[config.mk]
export PLATFORM = sky130hd
export DESIGN_NAME = id_ex_stage
export DESIGN_NICKNAME = d
export VERILOG_FILES = /design/src/rtl/cpu_pkg.sv /design/src/rtl/forward_unit.sv /design/src/rtl/id_ex_stage.sv
export SDC_FILE = /design/constraint.sdc
export NUM_CORES = 1
export LEC_CHECK = 0
export ABC_AREA = 0
export CORE_MARGIN = 3
export CORE_UTILIZATION = 47
export CTS_BUF_LIST = sky130_fd_sc_hd__clkbuf_16
export CTS_CLUSTER_SIZE = 28
export DETAILED_ROUTE_END_ITERATION = 8
export PLACE_DENSITY = 0.86
export SLEW_MARGIN = 10
export SYNTH_ARGS = -nofsm -noshare
export SYNTH_HDL_FRONTEND = slang
export SYNTH_SLANG_ARGS = --single-unit
[constraint.sdc]
create_clock -name clk -period 8.39 [get_ports clk]
set_input_delay 1.2585 -clock clk [delete_from_list [all_inputs] [get_ports clk]]
set_output_delay 1.2585 -clock clk [all_outputs]
set_load 0.01 [all_outputs]
[src/rtl/cpu_pkg.sv]
// Shared RV32I core definitions: ALU opcodes, operand-select encodings and
// the field values a pipeline bubble carries.
package cpu_pkg;

    typedef enum logic [3:0] {
        ALU_ADD  = 4'd0,
        ALU_SUB  = 4'd1,
        ALU_XOR  = 4'd2,
        ALU_OR   = 4'd3,
        ALU_AND  = 4'd4,
        ALU_SLL  = 4'd5,
        ALU_SRL  = 4'd6,
        ALU_SRA  = 4'd7,
        ALU_SLT  = 4'd8,
        ALU_SLTU = 4'd9
    } alu_op_e;

    localparam logic OP1_RS1 = 1'b0;
    localparam logic OP1_PC  = 1'b1;
    localparam logic OP2_RS2 = 1'b0;
    localparam logic OP2_IMM = 1'b1;

    // A bubble is a non-writing, non-memory ADD of zero operands.
    localparam logic       BUBBLE_CTRL     = 1'b0;
    localparam logic [3:0] BUBBLE_ALU_CTRL = ALU_ADD;
    localparam logic       BUBBLE_OP1_SEL  = OP1_RS1;
    localparam logic       BUBBLE_OP2_SEL  = OP2_RS2;

endpackage

[src/rtl/forward_unit.sv]
// Single-operand forwarding mux: EX/MEM beats MEM/WB beats the register
// value captured at decode; x0 is pinned to zero and never forwarded.
module forward_unit #(
    parameter int XLEN   = 32,
    parameter int REG_AW = 5
) (
    input  logic [REG_AW-1:0] src_addr,
    input  logic [XLEN-1:0]   reg_data,
    input  logic              exm_reg_write,
    input  logic [REG_AW-1:0] exm_rd,
    input  logic [XLEN-1:0]   exm_result,
    input  logic              wb_reg_write,
    input  logic [REG_AW-1:0] wb_rd,
    input  logic [XLEN-1:0]   wb_data,
    output logic [XLEN-1:0]   fwd_data
);

    always_comb begin
        fwd_data = reg_data;
        if (src_addr == '0) begin
            fwd_data = '0;
        end else if (exm_reg_write && (exm_rd == src_addr)) begin
            fwd_data = exm_result;
        end else if (wb_reg_write && (wb_rd == src_addr)) begin
            fwd_data = wb_data;
        end
    end

endmodule

[src/rtl/id_ex_stage.sv]
// ID/EX pipeline register of the RV32I core: latches decoded instructions,
// resolves operand forwarding and raises the load-use stall.
module id_ex_stage
    import cpu_pkg::*;
#(
    parameter int XLEN   = 32,
    parameter int REG_AW = 5
) (
    input  logic              clk,
    input  logic              rst,
    input  logic              hold_in,
    input  logic              flush_in,
    input  logic              id_valid,
    input  logic              id_reg_write,
    input  logic              id_mem_read,
    input  logic              id_mem_write,
    input  logic [3:0]        id_alu_ctrl,
    input  logic              id_op1_sel,
    input  logic              id_op2_sel,
    input  logic [XLEN-1:0]   id_pc,
    input  logic [XLEN-1:0]   id_rs1_data,
    input  logic [XLEN-1:0]   id_rs2_data,
    input  logic [XLEN-1:0]   id_imm,
    input  logic [REG_AW-1:0] id_rs1,
    input  logic [REG_AW-1:0] id_rs2,
    input  logic [REG_AW-1:0] id_rd,
    input  logic              exm_reg_write,
    input  logic [REG_AW-1:0] exm_rd,
    input  logic [XLEN-1:0]   exm_result,
    input  logic              wb_reg_write,
    input  logic [REG_AW-1:0] wb_rd,
    input  logic [XLEN-1:0]   wb_data,
    output logic              stall_out,
    output logic [3:0]        alu_ctrl,
    output logic [XLEN-1:0]   alu_data_1,
    output logic [XLEN-1:0]   alu_data_2,
    output logic [XLEN-1:0]   ex_store_data,
    output logic              ex_valid,
    output logic              ex_reg_write,
    output logic              ex_mem_read,
    output logic              ex_mem_write,
    output logic [REG_AW-1:0] ex_rd
);

    logic              vld_p1;
    logic              reg_write_p1;
    logic              mem_read_p1;
    logic              mem_write_p1;
    logic [3:0]        alu_ctrl_p1;
    logic              op1_sel_p1;
    logic              op2_sel_p1;
    logic [XLEN-1:0]   pc_p1;
    logic [XLEN-1:0]   rs1_data_p1;
    logic [XLEN-1:0]   rs2_data_p1;
    logic [XLEN-1:0]   imm_p1;
    logic [REG_AW-1:0] rs1_p1;
    logic [REG_AW-1:0] rs2_p1;
    logic [REG_AW-1:0] rd_p1;

    logic              kill;
    logic [XLEN-1:0]   fwd_rs1;
    logic [XLEN-1:0]   fwd_rs2;

    // Load in EX whose destination decode needs now; suppressed while the
    // pipeline is frozen or being flushed.
    always_comb begin
        stall_out = vld_p1 && mem_read_p1 && (rd_p1 != '0) && id_valid
                    && ((rd_p1 == id_rs1) || (rd_p1 == id_rs2))
                    && !flush_in && !hold_in;
    end

    assign kill = flush_in || stall_out;

    // ---- ID -> EX register boundary ----
    always_ff @(posedge clk or posedge rst) begin
        if (rst) begin
            vld_p1       <= BUBBLE_CTRL;
            reg_write_p1 <= BUBBLE_CTRL;
            mem_read_p1  <= BUBBLE_CTRL;
            mem_write_p1 <= BUBBLE_CTRL;
            alu_ctrl_p1  <= BUBBLE_ALU_CTRL;
            op1_sel_p1   <= BUBBLE_OP1_SEL;
            op2_sel_p1   <= BUBBLE_OP2_SEL;
            pc_p1        <= '0;
            rs1_data_p1  <= '0;
            rs2_data_p1  <= '0;
            imm_p1       <= '0;
            rs1_p1       <= '0;
            rs2_p1       <= '0;
            rd_p1        <= '0;
        end else if (!hold_in) begin
            if (kill) begin
                vld_p1       <= BUBBLE_CTRL;
                reg_write_p1 <= BUBBLE_CTRL;
                mem_read_p1  <= BUBBLE_CTRL;
                mem_write_p1 <= BUBBLE_CTRL;
                alu_ctrl_p1  <= BUBBLE_ALU_CTRL;
                op1_sel_p1   <= BUBBLE_OP1_SEL;
                op2_sel_p1   <= BUBBLE_OP2_SEL;
                pc_p1        <= '0;
                rs1_data_p1  <= '0;
                rs2_data_p1  <= '0;
                imm_p1       <= '0;
                rs1_p1       <= '0;
                rs2_p1       <= '0;
                rd_p1        <= '0;
            end else begin
                vld_p1       <= id_valid;
                reg_write_p1 <= id_reg_write;
                mem_read_p1  <= id_mem_read;
                mem_write_p1 <= id_mem_write;
                alu_ctrl_p1  <= id_alu_ctrl;
                op1_sel_p1   <= id_op1_sel;
                op2_sel_p1   <= id_op2_sel;
                pc_p1        <= id_pc;
                rs1_data_p1  <= id_rs1_data;
                rs2_data_p1  <= id_rs2_data;
                imm_p1       <= id_imm;
                rs1_p1       <= id_rs1;
                rs2_p1       <= id_rs2;
                rd_p1        <= id_rd;
            end
        end
    end

    // ---- EX operand resolution ----
    forward_unit #(.XLEN(XLEN), .REG_AW(REG_AW)) u_fwd_rs1 (
        .src_addr      (rs1_p1),
        .reg_data      (rs1_data_p1),
        .exm_reg_write (exm_reg_write),
        .exm_rd        (exm_rd),
        .exm_result    (exm_result),
        .wb_reg_write  (wb_reg_write),
        .wb_rd         (wb_rd),
        .wb_data       (wb_data),
        .fwd_data      (fwd_rs1)
    );

    forward_unit #(.XLEN(XLEN), .REG_AW(REG_AW)) u_fwd_rs2 (
        .src_addr      (rs2_p1),
        .reg_data      (rs2_data_p1),
        .exm_reg_write (exm_reg_write),
        .exm_rd        (exm_rd),
        .exm_result    (exm_result),
        .wb_reg_write  (wb_reg_write),
        .wb_rd         (wb_rd),
        .wb_data       (wb_data),
        .fwd_data      (fwd_rs2)
    );

    assign alu_data_1    = (op1_sel_p1 == OP1_PC)  ? pc_p1  : fwd_rs1;
    assign alu_data_2    = (op2_sel_p1 == OP2_IMM) ? imm_p1 : fwd_rs2;
    assign ex_store_data = fwd_rs2;
    assign alu_ctrl      = alu_ctrl_p1;
    assign ex_valid      = vld_p1;
    assign ex_reg_write  = reg_write_p1;
    assign ex_mem_read   = mem_read_p1;
    assign ex_mem_write  = mem_write_p1;
    assign ex_rd         = rd_p1;

endmodule

==> flow_summary.toml, run 1 <==
[sta]
worst-slew-pin-transition_ps = 1130
finalClockSkew_ps = 8.30
rsz0062_at_grt = "no"
fin_setup_tns_ps = 0
hold_violations = 0
min_period_ps = 5670
finalCritPeriodShare_pct = 67.5
setup_viol = 0
relSlewSlack_pct = 24.0
fmax_ghz = 0.176
maxSlewViolCount = 0

[clocking]
path_clk_slew_ps = 60
post_cts_resized = 0
clockBufferDepth = 2
postCtsSetupRepairBufs = 0
tritoncts = "yes"
root_buffer = "clkbuf_16"
numCtsBuffers = 17
h-tree-depth = 4
cts.sinks = 153
cts_hold_buf = 0
clock_latency_ps = 420

[floorplan]
num_io_pins = 343
die_area_um2 = 19100
start_util_pct = 48.7
fp.dieH_um = 138
core_area_um2 = 16900
die_w_um = 138
rows = 47

[routing]
drt_iter0_markers = 984
wl_met2_um = 15600
routed.top_layer = "met5"
ant_nets = 0
vias = 8549
drtPass1Iterations = 6
wl_met1_um = 12400
routed_wirelength_um = 32300
wl_met3_um = 3120
vias_per_cell = 6.53
routedWlPerCell_um = 24.7
drc = 0

[critical_path]
r2r_setup_slack_ps = 5180
start_kind = "input pin"
cp_common_cell = "clkdlybuf4s50_1"
cp_top_family = "buffers and inverters"
worstPathCellList = "clkdlybuf4s50_1 > xnor2_1 > nand2_1 > nor4_4 > buf_4 > a22oi_1 > o21ai_0 > clkdlybuf4s50_1"
r2r-end = "pc_p1[28]"
crit_required_ps = 7130
path_buf_inv = 3
crit_arrival_ps = 4410
worst_r2r_path_depth = 7
crit_slowest_cell = "nor4_4"
max_stage_delay_ps = 990
crit_type = "in -> out"
worstSetupEndpointType = "output port"
r2r_start = "ex_rd[1]"
cp_max_fo = 19

[yosys]
netlist_instances = 793
syn_area_per_cell_um2 = 10.4
synth_seq_cells = 153
netlist_area_um2 = 8220
synth_warnings = 0
ys_types = 32
synthesis.nets = 1026
ys_seq_area_share_pct = 46.6

[power]
power.leakage_nw = 4.81
p_per_area_nw_per_um2 = 175
ir_drop_mv = 0.148

[finish]
instances_no_fill = 1309
layout-drive-gt1-share_pct = 4.69
final_cell_mix = "341 x clkdlybuf4s50_1, 153 x dfrtp_1, 142 x a32o_1"
area_delta_synth_final_pct = 48.6
layout_commonest_cell = "clkdlybuf4s50_1"
nets = 1308
post-route-util_pct = 72.4

[worst_hold_path]
hold-path-endpoint = "alu_ctrl[2]"
hold_depth = 1
holdCritStartpoint = "alu_ctrl[2]"
hold_path_class = "reg -> reg"

[outcome]
status = "complete, no violations"

[grt]
overflow = 0
antenna_found_initial = 4
grt_max_degree = 102
track_usage_pct = 32.7
grt_pass1_wl_um = 49900
grt_pass1_vias = 8690

[place]
hpwl_um = 21300
routabilityCongestion = 0.910
place.port_buffers = 342
dp.cells = 1276

[flow_run]
drv_cap = 0
==> per-layer routing <==
metal / GRT usage [%] / up-vias
met4: 13.2 / 4
met1: 41.7 / 4217
met5: 0 / -
met2: 53.1 / 538
met3: 8.77 / 93
li1: - / 3697
==> how the worst max path moves through the flow <==
stage                     startpoint             end  cells past startpoint
after global routing       exm_rd[4]  alu_data_1[31]                      8
final                      exm_rd[4]  alu_data_1[31]                      8
after global placement     exm_rd[1]  alu_data_1[31]                      8
after floorplan                  rst     alu_ctrl[0]                      1
after CTS                  exm_rd[4]  alu_data_1[31]                      8
after detailed placement   exm_rd[4]  alu_data_1[31]                      8
==> Yosys cell counts <==
library cell / count / area, µm²
and4_1: 1 / 8.76
a22o_1: 11 / 96.3
nor3b_1: 11 / 82.6
a32o_1: 142 / 1420
or2_2: 2 / 12.5
nand2_1: 38 / 143
or4_1: 2 / 15.0
mux2i_1: 32 / 320
o21ai_0: 64 / 320
xor2_1: 10 / 87.6
and3_1: 33 / 206
buf_6: 6 / 67.6
nor2_1: 69 / 259
o31ai_1: 32 / 240
dfrtp_1: 153 / 3830
nand2b_1: 1 / 6.26
buf_2: 14 / 70.1
buf_1: 2 / 7.51
nand3_1: 2 / 10.0
a22oi_1: 32 / 240
buf_4: 4 / 30.0
nand4_1: 1 / 6.26
nand4b_1: 1 / 8.76
o21bai_1: 1 / 7.51
nor4_1: 1 / 6.26
nor4_2: 1 / 12.5
clkbuf_1: 67 / 251
inv_1: 2 / 7.51
xnor2_1: 20 / 175
o21ai_2: 1 / 8.76
a211oi_1: 32 / 240
nor3_1: 5 / 25.0
==> final cells by class <==
type / count / area (µm²)
Timing Repair Buffer: 356 / 3530
Multi-Input combinational cell: 545 / 4000
Inverter: 2 / 12.5
Clock buffer: 17 / 425
Clock inverter: 14 / 143
Antenna cell: 2 / 5.00
Fill cell: 1247 / 4660
Sequential cell: 153 / 3830
Tap cell: 220 / 275
==> state kept, by name (all words and copies together) (netlist names) <==
name and flops:
op1_sel_p1 1, rs2_p1 5, ex_reg_write 1, op2_sel_p1 1
ex_rd 5, imm_p1 32, ex_valid 1, alu_ctrl 4
pc_p1 32, rs2_data_p1 32, ex_mem_write 1, ex_mem_read 1
rs1_data_p1 32, rs1_p1 5
==> metrics by stage <==
stage / setup slack (ps) / instance area, µm² / hold slack (ps) / power, mW
2_1_floorplan: 3010 / 8220 / 463 / 1.07
3_5_place_dp: 2740 / 11600 / 479 / 1.39
5_1_grt: 2600 / 12200 / 496 / 2.22
6_report: 2720 / 12200 / 491 / 2.13
3_3_place_gp: 2840 / 11600 / 470 / 1.38
4_1_cts: 2720 / 12200 / 492 / 2.14
==> logic make-up after synthesis <==
| kind of cell | count (synthesis) | share of synthesized area, % |
|---|---|---|
| DFF | 153 | 46.6 |
| AOI/OAI and AO/OA | 315 | 31.3 |
| buffers and inverters | 95 | 5.28 |
| and+or+nand+nor | 168 | 9.75 |
| muxes | 32 | 3.90 |
| xor gates and xnor gates | 30 | 3.20 |
==> where the power goes <==
| part | internal [mW] | leakage (nW) | switching [mW] |
|---|---|---|---|
| Clock | 0.458 | 0.288 | 0.296 |
| Combinational | 0.292 | 2.53 | 0.253 |
| Sequential | 0.795 | 1.99 | 0.0411 |
==> worst register-to-register path, stage by stage, from the launching register on <==
cell and delay (ps):
dfrtp_1 460, or4_1 540, nor2_1 100, nor3_1 70, o21ai_4 110, buf_4 510, buf_4 980, a32o_1 390
No activity file was read; power rests on OpenSTA's default activity.
==> run 2, diff against run 1 <==
--- a/config.mk
+++ b/config.mk
@@ -7,11 +7,11 @@
 export LEC_CHECK = 0
 export ABC_AREA = 0
 export CORE_MARGIN = 3
-export CORE_UTILIZATION = 47
+export CORE_UTILIZATION = 39
 export CTS_BUF_LIST = sky130_fd_sc_hd__clkbuf_16
 export CTS_CLUSTER_SIZE = 28
 export DETAILED_ROUTE_END_ITERATION = 8
-export PLACE_DENSITY = 0.86
+export PLACE_DENSITY = 0.76
 export SLEW_MARGIN = 10
 export SYNTH_ARGS = -nofsm -noshare
 export SYNTH_HDL_FRONTEND = slang
==> constraint.sdc (replaced) <==
create_clock -name clk -period 5.2 [get_ports clk]
set_input_delay 0.78 -clock clk [delete_from_list [all_inputs] [get_ports clk]]
set_output_delay 0.78 -clock clk [all_outputs]
set_load 0.01 [all_outputs]
==> run 2 against run 1 <==
Cell area up 1.1%. Setup slack worse by 2000 ps. Combinational power up 63%. Critical endpoint is now alu_data_2[31]. Clock skew up 8.5 ps.
==> flow_summary.toml, run 2 (synthesis results as in run 1) <==
[power]
switching_power_mw = 1.05
p_per_area_nw_per_um2 = 282
p_sw_share_pct = 30.0
power_frac_seq_pct = 38.7
ir_drop_mv = 0.194
power.leakage_nw = 4.84
power_mw = 3.48
intPower_mw = 2.44
clkPwrFrac_pct = 35.9
pwr-share-comb_pct = 25.4

[finish]
num_antenna_cells = 0
regArea_um2 = 3830
fillers = 1773
multiInputGateArea_um2 = 4010
area_delta_synth_final_pct = 50.2
nets = 1314
layout-drive-gt1-share_pct = 5.85
layout_commonest_cell = "clkdlybuf4s50_1"
final_cell_mix = "341 x clkdlybuf4s50_1, 153 x dfrtp_1, 142 x a32o_1"

[clocking]
h-tree-depth = 4
root_buffer = "clkbuf_16"
numCtsBuffers = 17
post_cts_resized = 0
path_clk_slew_ps = 70
cts_hold_buf = 0
postCtsSetupRepairBufs = 0
cts.sinks = 153
tritoncts = "yes"
clockBufferDepth = 2
clock_latency_ps = 430

[critical_path]
start_kind = "input pin"
worstSetupEndpointType = "output port"
crit_required_ps = 4420
cp_common_cell = "clkdlybuf4s50_1"
max_stage_delay_ps = 540
path_buf_inv = 3
cp_max_fo = 21
crit_arrival_ps = 3660
cp_top_family = "buffers and inverters"
worstPathCellList = "clkdlybuf4s50_1 > xor2_1 > nor2_4 > nand2_2 > buf_4 > a211oi_1 > o31ai_1 > clkdlybuf4s50_1"
crit_type = "in -> out"
crit_slowest_cell = "clkdlybuf4s50_1"

[sta]
maxSlewViolCount = 0
hold_ws_ps = 491
relSlewSlack_pct = 36.6
setup_viol = 0
worst-slew-pin-transition_ps = 951
rsz0062_at_grt = "no"
finalClockSkew_ps = 16.8
fmax_ghz = 0.225
finalCritPeriodShare_pct = 85.4
hold_violations = 0
fin_setup_tns_ps = 0
min_period_ps = 4440

[place]
place.port_buffers = 342
routabilityCongestion = 0.898
hpwl_um = 22700

[grt]
overflow = 0
antenna_found_initial = 1
grt_pass1_vias = 8566
grt_max_degree = 98
grt_pass1_wl_um = 49200
track_usage_pct = 28.1

[floorplan]
fp.dieH_um = 151
num_io_pins = 343
start_util_pct = 40.1
core_area_um2 = 20500
rows = 52
die_w_um = 151
die_area_um2 = 22900

[routing]
vias_per_cell = 6.22
drc = 0
routedWlPerCell_um = 24.3
drtPass1Iterations = 5
routed_wirelength_um = 33200
ant_nets = 0
drt_iter0_markers = 735
vias = 8485

[worst_hold_path]
hold_path_class = "reg -> reg"

[flow_run]
drv_cap = 0

[outcome]
status = "complete, no violations"
==> run 2: cell types whose count changed in the layout (fill, tap and decap cells not counted), sizes merged <==
cell      delta
buf          +6
clkinvlp     -2
inv          +5
diode        -2
bufinv       -2
==> run 2: worst paths after layout <==
path                                   end             from  cells after the start  slack (ps)
max                         alu_data_2[31]         wb_rd[0]                      8         760
min                        rs1_data_p1[27]  rs1_data_p1[27]                      1         490
max reg2reg                rs1_data_p1[29]         ex_rd[2]                      6        2830
min reg2reg                rs1_data_p1[27]  rs1_data_p1[27]                      1         490
max in group asynchronous       imm_p1[19]              rst                      3        3250
min in group asynchronous        rs1_p1[3]              rst                      2         920
==> run 2: power groups by stage <==
stage	clock network, mW	registers, mW	logic (mW)
2_1_floorplan	0	1.35	0.376
3_3_place_gp	0	1.37	0.867
3_5_place_dp	0	1.37	0.876
4_1_cts	1.27	1.35	0.882
5_1_grt	1.32	1.36	0.943
6_report	1.25	1.35	0.884
==> run 2: layer usage <==
| layer | part of all wire, % | vias up | wire [µm] | GRT usage (%) |
|---|---|---|---|---|
| met4 | 2.7 | 2 | 902 | 9.11 |
| met3 | 9.4 | 65 | 3110 | 8.92 |
| met1 | 40 | 4297 | 13200 | 35.3 |
| met5 | 0.021 | - | 7 | 0 |
| li1 | - | 3699 | - | - |
| met2 | 48 | 422 | 15900 | 46.1 |
==> run 2: stage by stage <==
stage                     instance area, µm²  cells  util [%]  worst slack [ps]
after global placement                 11800   1332      57.4               814
after floorplan                         8220    793         -               299
after CTS                              12400   1364      60.3               727
final                                  12400   1364      60.3               758
after global routing                   12400   1364      60.3               580
after detailed placement               11800   1332      57.4               743
==> run 2: area by class of cell <==
cell class	count	area share [%]
repair buffers	362	29.0
inverters	2	0.101
flip-flops and latches	153	31.0
clock inverters	15	1.29
well taps	270	2.74
multi-input cells	545	32.4
clock buffers	17	3.44
==> run 3, diff against run 2 <==
--- a/config.mk
+++ b/config.mk
@@ -11,6 +11,7 @@
 export CTS_BUF_LIST = sky130_fd_sc_hd__clkbuf_16
 export CTS_CLUSTER_SIZE = 28
 export DETAILED_ROUTE_END_ITERATION = 8
+export HOLD_SLACK_MARGIN = 0.1
 export PLACE_DENSITY = 0.76
 export SLEW_MARGIN = 10
 export SYNTH_ARGS = -nofsm -noshare
==> results of run 3 <==
Final layout, timing and power as in run 2 (identical DEF).
